==> src/rtl/fsoc_wb_uart_tx_if.sv <==
// Wishbone slave bus bundle for the fsoc UART transmitter.
// The master drives the request fields; the slave returns read data and acknowledge.
interface fsoc_wb_uart_tx_if;
  logic        cyc;
  logic        stb;
  logic        we;
  logic [1:0]  adr;
  logic [3:0]  be;
  logic [31:0] dat_wr;
  logic [31:0] dat_rd;
  logic        ack;

  modport master (
    output cyc, stb, we, adr, be, dat_wr,
    input  dat_rd, ack
  );

  modport slave (
    input  cyc, stb, we, adr, be, dat_wr,
    output dat_rd, ack
  );
endinterface

==> src/rtl/fsoc_wb_uart_tx.sv <==
// Wishbone UART transmitter: bytes written to DATA queue in a TX FIFO and leave tx_o as 8N1 frames.
// Define FSOC_UART_TX_IRQ_EN to add the CTRL.ie bit and the registered TX-done irq_o output.
module fsoc_wb_uart_tx #(
  parameter int CLKDIV    = 217,
  parameter int FIFODEPTH = 8
) (
  input  logic             clk_i,
  input  logic             rst_i,
  fsoc_wb_uart_tx_if.slave wb,
`ifdef FSOC_UART_TX_IRQ_EN
  output logic             irq_o,
`endif
  output logic             tx_o
);

  localparam int PTRW = $clog2(FIFODEPTH);
  localparam int CNTW = PTRW + 1;
  localparam int DIVW = (CLKDIV > 1) ? $clog2(CLKDIV) : 1;
  localparam logic [DIVW-1:0] DIV_LAST = DIVW'(CLKDIV - 1);
  localparam logic [CNTW-1:0] DEPTH    = CNTW'(FIFODEPTH);

  localparam logic [1:0] ADR_DATA   = 2'd0;
  localparam logic [1:0] ADR_STATUS = 2'd1;
`ifdef FSOC_UART_TX_IRQ_EN
  localparam logic [1:0] ADR_CTRL   = 2'd2;
`endif

  typedef enum logic [1:0] {
    S_IDLE,
    S_START,
    S_DATA,
    S_STOP
  } state_t;

  state_t state;
  state_t state_nxt;

  logic [7:0]      mem [FIFODEPTH];
  logic [PTRW-1:0] wr_ptr;
  logic [PTRW-1:0] rd_ptr;
  logic [CNTW-1:0] count;
  logic            ovf;

  logic [7:0]      shift;
  logic [2:0]      bit_cnt;
  logic [DIVW-1:0] div_cnt;

  logic            ack;
  logic [31:0]     dat_rd;

  logic            req;
  logic            data_wr;
  logic            status_rd;
  logic            push;
  logic            pop;
  logic            full;
  logic            empty;
  logic            busy;
  logic            bit_end;
  logic [31:0]     status_word;
  logic [31:0]     ctrl_word;
  logic [31:0]     read_word;

  // Upper byte lanes and data bits beyond the low byte carry nothing for this block.
  logic unused_bus;
  assign unused_bus = ^{wb.be[3:1], wb.dat_wr[31:8]};

  // Holding stb through the ack cycle must not start a second access.
  assign req       = wb.cyc & wb.stb & ~ack;
  assign data_wr   = req & wb.we & (wb.adr == ADR_DATA) & wb.be[0];
  assign status_rd = req & ~wb.we & (wb.adr == ADR_STATUS);

  assign full    = (count == DEPTH);
  assign empty   = (count == '0);
  assign busy    = (state != S_IDLE);
  assign bit_end = (div_cnt == DIV_LAST);

  assign push = data_wr & ~full;
  assign pop  = ~empty & ((state == S_IDLE) | ((state == S_STOP) & bit_end));

  assign status_word = {16'h0000, 8'(count), 4'h0, ovf, empty, full, busy};

  always_comb begin
    read_word = 32'h0000_0000;
    case (wb.adr)
      ADR_STATUS: read_word = status_word;
      2'd2:       read_word = ctrl_word;
      default:    read_word = 32'h0000_0000;
    endcase
  end

  always_ff @(posedge clk_i) begin
    if (rst_i) begin
      ack    <= 1'b0;
      dat_rd <= 32'h0000_0000;
    end else begin
      ack    <= req;
      dat_rd <= (req & ~wb.we) ? read_word : 32'h0000_0000;
    end
  end

  assign wb.ack    = ack;
  assign wb.dat_rd = dat_rd;

  // FIFO storage needs no reset: occupancy is tracked entirely by the pointers and count.
  always_ff @(posedge clk_i) begin
    if (push) begin
      mem[wr_ptr] <= wb.dat_wr[7:0];
    end
  end

  always_ff @(posedge clk_i) begin
    if (rst_i) begin
      wr_ptr <= '0;
      rd_ptr <= '0;
      count  <= '0;
      ovf    <= 1'b0;
    end else begin
      if (push) begin
        wr_ptr <= wr_ptr + 1'b1;
      end
      if (pop) begin
        rd_ptr <= rd_ptr + 1'b1;
      end
      case ({push, pop})
        2'b10:   count <= count + 1'b1;
        2'b01:   count <= count - 1'b1;
        default: count <= count;
      endcase
      if (data_wr & full) begin
        ovf <= 1'b1;
      end else if (status_rd) begin
        ovf <= 1'b0;
      end
    end
  end

  always_ff @(posedge clk_i) begin
    if (rst_i) begin
      state <= S_IDLE;
    end else begin
      state <= state_nxt;
    end
  end

  always_comb begin
    state_nxt = state;
    case (state)
      S_IDLE:  if (!empty) state_nxt = S_START;
      S_START: if (bit_end) state_nxt = S_DATA;
      S_DATA:  if (bit_end && (bit_cnt == 3'd7)) state_nxt = S_STOP;
      S_STOP:  if (bit_end) state_nxt = empty ? S_IDLE : S_START;
      default: state_nxt = S_IDLE;
    endcase
  end

  always_comb begin
    tx_o = 1'b1;
    case (state)
      S_START: tx_o = 1'b0;
      S_DATA:  tx_o = shift[0];
      S_STOP:  tx_o = 1'b1;
      default: tx_o = 1'b1;
    endcase
  end

  // The divider restarts at every bit boundary so each bit lasts exactly CLKDIV cycles.
  always_ff @(posedge clk_i) begin
    if (rst_i) begin
      div_cnt <= '0;
      bit_cnt <= 3'd0;
      shift   <= 8'h00;
    end else begin
      if ((state == S_IDLE) || bit_end) begin
        div_cnt <= '0;
      end else begin
        div_cnt <= div_cnt + 1'b1;
      end
      if (state == S_START) begin
        bit_cnt <= 3'd0;
      end else if ((state == S_DATA) && bit_end) begin
        bit_cnt <= bit_cnt + 1'b1;
      end
      if (pop) begin
        shift <= mem[rd_ptr];
      end else if ((state == S_DATA) && bit_end) begin
        shift <= {1'b0, shift[7:1]};
      end
    end
  end

`ifdef FSOC_UART_TX_IRQ_EN
  logic ie;
  logic ctrl_wr;
  logic irq;

  assign ctrl_wr   = req & wb.we & (wb.adr == ADR_CTRL) & wb.be[0];
  assign ctrl_word = {31'h0000_0000, ie};

  // A push or an ie clear drops the interrupt on the same edge rather than one cycle late.
  always_ff @(posedge clk_i) begin
    if (rst_i) begin
      ie  <= 1'b0;
      irq <= 1'b0;
    end else begin
      if (ctrl_wr) begin
        ie <= wb.dat_wr[0];
      end
      irq <= ie & empty & (state == S_IDLE) & ~data_wr & ~(ctrl_wr & ~wb.dat_wr[0]);
    end
  end

  assign irq_o = irq;
`else
  assign ctrl_word = 32'h0000_0000;
`endif

endmodule
==> src/flat_wrapper.sv <==
// flat-port wrapper written by rule: the top's interface ports become plain ports
module fsoc_wb_uart_tx_flat 
#(
  parameter int CLKDIV    = 217,
  parameter int FIFODEPTH = 8
)
  (clk_i, rst_i, tx_o, wb_cyc, wb_stb, wb_we, wb_adr, wb_be, wb_dat_wr, wb_dat_rd, wb_ack);
  fsoc_wb_uart_tx_if wb_i ();
  input  logic clk_i;
  input  logic rst_i;
  output logic tx_o;
  input wire logic [$bits(wb_i.cyc)-1:0] wb_cyc;
  input wire logic [$bits(wb_i.stb)-1:0] wb_stb;
  input wire logic [$bits(wb_i.we)-1:0] wb_we;
  input wire logic [$bits(wb_i.adr)-1:0] wb_adr;
  input wire logic [$bits(wb_i.be)-1:0] wb_be;
  input wire logic [$bits(wb_i.dat_wr)-1:0] wb_dat_wr;
  output wire logic [$bits(wb_i.dat_rd)-1:0] wb_dat_rd;
  output wire logic [$bits(wb_i.ack)-1:0] wb_ack;
  assign wb_i.cyc = wb_cyc;
  assign wb_i.stb = wb_stb;
  assign wb_i.we = wb_we;
  assign wb_i.adr = wb_adr;
  assign wb_i.be = wb_be;
  assign wb_i.dat_wr = wb_dat_wr;
  assign wb_dat_rd = wb_i.dat_rd;
  assign wb_ack = wb_i.ack;
  fsoc_wb_uart_tx #(.CLKDIV(CLKDIV), .FIFODEPTH(FIFODEPTH)) u_core (.clk_i(clk_i), .rst_i(rst_i), .wb(wb_i), .tx_o(tx_o));
endmodule
==> config.mk <==
export PLATFORM = sky130hd
export DESIGN_NAME = fsoc_wb_uart_tx_flat
export DESIGN_NICKNAME = d
export VERILOG_FILES = /design/src/rtl/fsoc_wb_uart_tx_if.sv /design/src/rtl/fsoc_wb_uart_tx.sv /design/src/flat_wrapper.sv
export SDC_FILE = /design/constraint.sdc
export NUM_CORES = 1
export LEC_CHECK = 0
export ABC_AREA = 1
export BUFFER_PORTS_ARGS = -buffer_cell sky130_fd_sc_hd__buf_2
export CELL_PAD_IN_SITES_DETAIL_PLACEMENT = 0
export CELL_PAD_IN_SITES_GLOBAL_PLACEMENT = 1
export CORE_MARGIN = 4
export CORE_UTILIZATION = 40
export CTS_CLUSTER_SIZE = 16
export DETAILED_ROUTE_END_ITERATION = 12
export PLACE_DENSITY = 0.73
export SYNTH_ARGS = -nofsm -noshare
export SYNTH_HDL_FRONTEND = slang
export SYNTH_SLANG_ARGS = --single-unit
==> constraint.sdc <==
create_clock -name clk_i -period 5.6 [get_ports clk_i]
set_clock_uncertainty 0.05 [all_clocks]
set_input_delay 0.28 -clock clk_i [delete_from_list [all_inputs] [get_ports clk_i]]
set_output_delay 0.28 -clock clk_i [all_outputs]
set_load 0.02 [all_outputs]
* After elaboration in Yosys (flattened, before gate mapping)
Memory sizes are Yosys's and may differ from the RTL's. A register that Yosys moved wholly into a read port is not among the register bits.
Cells that the tools add are included.
** Storage, ports and cells
- Register bits after elaboration :: 65
- Logic and storage cells :: 80
- Output and inout bits :: 34
- Memories kept :: 1
- RAM bits :: 64
** Operators by class
- Equality and inequality tests :: 13
- Bitwise gates (word level) :: 18
- Add/sub/neg operators :: 6
- Multiplexer cells :: 16
- Reduce and logical (&&, ||, !) cells :: 15
** Memory list
- u_core.mem :: depth 8, bits a word 8, rd ports 1, clocked after Yosys merged registers in 1, wr ports 1, RTL line fsoc_wb_uart_tx.sv:38 : logic [7:0] mem [FIFODEPTH];
** Operator list (number)
- 2-to-1 mux 8 bit :: 2
- AND 1 bit :: 11
- adder 3 x 1 -> 3 bit, second input constant :: 3
- adder 8 x 1 -> 8 bit, second input constant :: 1
- == test 8 bit, second input constant :: 1
- 2-to-1 mux 2 bit :: 4
- case mux 2 bit (4 select lines) :: 1
- case mux 4 bit (2 select lines) :: 1
- nonzero test 2 bit :: 4
- == test 2 x 1 -> 1 bit, second input constant :: 3
- == test 2 bit, second input constant :: 3
- 2-to-1 mux 3 bit :: 2
- != test 2 x 1 -> 1 bit, second input constant :: 3
- NOT 1 bit :: 6
- OR reduction 2 bit :: 3
- 2-to-1 mux 1 bit :: 5
- adder 4 x 1 -> 4 bit, second input constant :: 1
- == test 4 bit, second input constant :: 1
- zero test 2 bit :: 2
- zero test 4 bit :: 1
- AND reduction 4 bit :: 1
- subtractor 4 x 1 -> 4 bit, second input constant :: 1
- == test 3 bit, second input constant :: 1
- OR reduction 3 bit :: 1
- 5 further kinds :: 6

* Logic depth before layout (Yosys ltp)
- Depth after elaboration :: 8
- Gate-level depth with buffers :: 14
- Depth with buffers taken out :: 13

* Worst setup path before layout
No wires, ideal clock.
- Path kind :: flip-flop to flip-flop
- From :: register u_core.div_cnt[0]
- To :: register u_core.count[2]
- Period minus slack after synthesis :: 2161 ps
- Arrival :: 1996 ps
- Setup slack :: 3439 ps
- Path buffers :: 1
- Cell stages (with the launch flop) :: 15
- Library setup time :: 115 ps
- Required time :: 5435 ps
- Path through :: dfxtp_1 inv_1 ha_1 nand2_2 nor2_4 nand3_2 a21oi_4 buf_6 ha_1 xor2_1 ha_1 a21oi_1 xnor2_1 o21ai_0 inv_1
** Between the ends
- Cells in the longest elaborated chain, start to end :: 6
- Elaborated cells between the ends (all ways) :: 8
- Those cells by class :: eq/ne (3); mux (1); bitwise (3); reduce/logical (1)
** RTL lines
- from (decl) :: RTL line fsoc_wb_uart_tx.sv:46 : logic [DIVW-1:0] div_cnt;
- from (signal assigned) :: RTL line fsoc_wb_uart_tx.sv:177 : div_cnt <= div_cnt + 1'b1;
- == test 8 bit (*) :: RTL line fsoc_wb_uart_tx.sv:76 : assign bit_end = (div_cnt == DIV_LAST);
- AND 1 bit (*) :: RTL line fsoc_wb_uart_tx.sv:79 : assign pop = ~empty & ((state == S_IDLE) | ((state == S_STOP) & bit_end));
- bitwise OR 1 bit (*) :: RTL line fsoc_wb_uart_tx.sv:79
- AND 1 bit (*) :: RTL line fsoc_wb_uart_tx.sv:79
- == test 2 x 1 -> 1 bit or == test 2 bit (tied branches) :: RTL line fsoc_wb_uart_tx.sv:125 : case ({push, pop})
- case mux 4 bit (2 select lines) or nonzero test 2 bit (tied branches)
- to (signal assigned) :: RTL line fsoc_wb_uart_tx.sv:126 : 2'b10: count <= count + 1'b1;
- to (signal assigned) :: RTL line fsoc_wb_uart_tx.sv:127 : 2'b01: count <= count - 1'b1;
- to (signal assigned) :: RTL line fsoc_wb_uart_tx.sv:128 : default: count <= count;
- to (decl) :: RTL line fsoc_wb_uart_tx.sv:41 : logic [CNTW-1:0] count;
Mark *: on every way between the ends. The rest lies on a longest branch, timed or not.
A chain may end at the register's enable or synchronous reset.

* Final worst setup path
Same ends and word-level chain as after synthesis.

==> results.json <==
{
  "status": "complete, no violations",
  "floorplan.initialDensity_pct": 40.66,
  "place_ws_ns": 3.072,
  "grt_pass1_wl_um": 15210,
  "track_usage_pct": 13.35,
  "wirelength_um": 9188,
  "firstDrtPassIters": 4,
  "synth-edff-count": 64,
  "vias": 3406,
  "worstPathCellList": "inv_1 > ha_1 > nand2_2 > nor2_4 > nand3_2 > a21oi_4 > ha_1 > xor2_1 > ha_1 > a21oi_1 > xnor2_1 > o21ai_0 > inv_1",
  "arrival_ns": 2.71,
  "syn_area_mm2": 0.005110,
  "post_drt_via_cell_ratio": 4.412,
  "numCtsBuffers": 9,
  "synthDistinctLibCells": 33,
  "gp_congestion": 0.7264,
  "synth-adder-area-share_pct": 3.428,
  "cp_slowest_cell": "a21oi_4",
  "drt_iter0_markers": 136,
  "htreeDepth": 3,
  "synth_top_family_by_area": "simple AND/OR/NAND/NOR gates",
  "ant_nets": 0,
  "dp_hpwl_um": 6091,
  "fin_crit_sh_pct": 45.16,
  "post-route-drc-count": 0,
  "wire_per_inst_um": 11.90,
  "ctsLongestPathBuffers": 2,
  "clock-sinks": 108,
  "synthSimpleGateAreaFrac_pct": 24.49,
  "num-fill-cells": 1231,
  "dieArea_mm2": 0.01465,
  "grt_pass1_vias": 3152,
  "worst_pin_slew_ns": 1.005,
  "avgSynthCellArea_um2": 8.871,
  "ys.flop_type": "edfxtp_1",
  "die_w_um": 121.0,
  "fin_nets": 652,
  "port_buffers": 25,
  "hold_viol_final": 0,
  "root_buffer": "clkbuf_16",
  "path_common_cell": "ha_1",
  "clkSlewWorstSetupHoldPaths_ns": 0.07,
  "area_growth_pct": 9.109,
  "grt-ovfl-total": 0,
  "layout-drive-gt1-share_pct": 11.67,
  "critPathMaxStageDelay_ns": 0.44,
  "power_leakage_nw": 2.516,
  "synth_compound_area_share_pct": 3.379,
  "finalSetupViolations": 0,
  "fin_crit_ns": 2.529,
  "antenna_found_initial": 0,
  "endpoint_kind": "flop",
  "async_flop_share_pct": 0,
  "cts-resized-gates": 0,
  "dpl_cell_area_mm2": 0.005260,
  "path_max_fanout": 15,
  "hold_path_class": "input pin to flop",
  "final_cell_area_mm2": 0.005575,
  "ys_seq_elements": 108,
  "core_mm2": 0.01257,
  "die_y_um": 121.0,
  "synth_xor_area_share_pct": 1.028,
  "cts_setup_buffers": 0,
  "clock_latency_ns": 0.34,
  "setup_ws_ns": 3.071,
  "maxSlewViolCount": 0,
  "p_per_area_mw_per_mm2": 409.1,
  "max_cap_violations": 0,
  "holdWs_ns": 0.1498,
  "hold_buffers": 0,
  "synthCells": 576,
  "yosys-mux-area-fraction_pct": 0,
  "rows": 41,
  "rsz0062_at_grt": "false",
  "io_pins": 77,
  "critPathRequiredTime_ns": 5.79,
  "vdd_ir_drop_max_uv": 224.7,
  "slew_headroom_pct": 32.96,
  "post-route-util_pct": 44.36,
  "grt_max_degree": 34,
  "worstSetupStartpointType": "flop",
  "cts_tree": "yes",
  "worstSetupPathType": "flop to flop",
  "yosys_warnings": 0,
  "tns_ns": 0,
  "max_freq_mhz": 395.4,
  "antenna_cells": 0,
  "ys_seq_area_share_pct": 54.85
}
-- critical path, delay by kind of cell, from the launching register on --
family,cells,cell delay [ns]
fa+ha+maj,3,0.64
compound gates,3,0.64
flops,1,0.33
xor+xnor,2,0.33
simple gates,3,0.31
buf+inv,2,0.12
-- cell usage after synthesis (2+ instances only) --
library cell	number	share of area, %
o21ai_0	8	0.78
nand2_1	158	12
nor2_1	34	2.5
edfxtp_1	64	38
inv_1	95	7.0
buf_6	2	0.44
xor2_1	4	0.69
buf_4	27	4.0
buf_2	11	1.1
nand3_2	11	2.2
nand4_1	2	0.24
inv_2	3	0.22
or2_2	2	0.24
nor2_4	2	0.44
nor3_1	5	0.49
ha_1	14	3.4
nand3_1	50	4.9
dfxtp_1	44	17
nand2_2	6	0.73
xnor2_1	2	0.34
a21oi_1	19	1.9
or2_0	2	0.24
-- per-layer routing --
layer | global-route usage (%) | vias to the layer above | wire length, um
li1 | - | 1795 | -
met1 | 16.97 | 1544 | 4230
met2 | 22.06 | 55 | 4388
met3 | 2.704 | 12 | 401
met4 | 5.807 | 0 | 168
met5 | 0 | - | 0
-- cell families after synthesis --
logic type	after synthesis
buffers and inverters	139
other	1
AOI/OAI and AO/OA	31
xor gates and xnor gates	6
adders and majority gates	14
and+or+nand+nor	277
DFF	108
-- registers in the layout, indices dropped and copies added, names as in the netlist, named ones only --
name,cells
u_core.wb.ack,1
u_core.state,2
u_core.wb.dat_rd,8
u_core.rd_ptr,3
u_core.shift,8
u_core.mem,64
u_core.ovf,1
u_core.div_cnt,8
u_core.wr_ptr,3
u_core.count,4
u_core.bit_cnt,3
-- per-stage QoR --
stage | power [mW] | std cells
final | 2.281 | 772
after floorplan | 1.543 | 599
after CTS | 2.312 | 772
after global routing | 2.445 | 772
after global placement | 1.629 | 756
after detailed placement | 1.644 | 756
-- final timing paths --
check	startpoint	end	slack, ns	cells after the start
worst max-delay path	u_core.div_cnt[0]$_SDFF_PP0_	u_core.count[2]$_SDFFE_PP0P_	3.07	13
worst min-delay path	wb_dat_wr[2]	u_core.mem[2][2]$_DFFE_PP_	0.15	1
worst max register to register	u_core.div_cnt[0]$_SDFF_PP0_	u_core.count[2]$_SDFFE_PP0P_	3.07	13
worst min register to register	u_core.ovf$_SDFFE_PP0P_	u_core.wb.dat_rd[3]$_SDFF_PP0_	0.39	2
-- power by group --
| group | leakage, nW | total, mW | switching, mW | internal (mW) |
|---|---|---|---|---|
| Sequential | 0.933 | 0.957 | 0.0560 | 0.901 |
| Combinational | 1.43 | 0.660 | 0.438 | 0.222 |
| Clock | 0.149 | 0.664 | 0.272 | 0.392 |
-- final cells by class --
type	instances	area (um2)	share of cell area (%)
Inverter	98	367.9	6.598
Timing Repair Buffer	26	132.6	2.379
Sequential cell	108	2803	50.27
Tap cell	172	215.2	3.860
Multi-Input combinational cell	352	1742	31.24
Clock inverter	6	86.33	1.548
Clock buffer	10	229.0	4.107
-- cell usage in the layout, fill, tap and decap left out, drive strengths merged, types with 2 or more instances in the layout --
| cell | instances |
|---|---|
| a21oi | 21 |
| edfxtp | 64 |
| ha | 14 |
| nand3 | 61 |
| o21ai | 9 |
| conb | 24 |
| clkbuf | 10 |
| clkinvlp | 2 |
| or2 | 5 |
| nand2 | 165 |
| dfxtp | 44 |
| nor3b | 2 |
| nor2 | 36 |
| xor2 | 4 |
| bufinv | 2 |
| nor3 | 5 |
| xnor2 | 2 |
| nand4 | 2 |
| inv | 99 |
| buf | 26 |
Power figures use the tool's default switching activity.
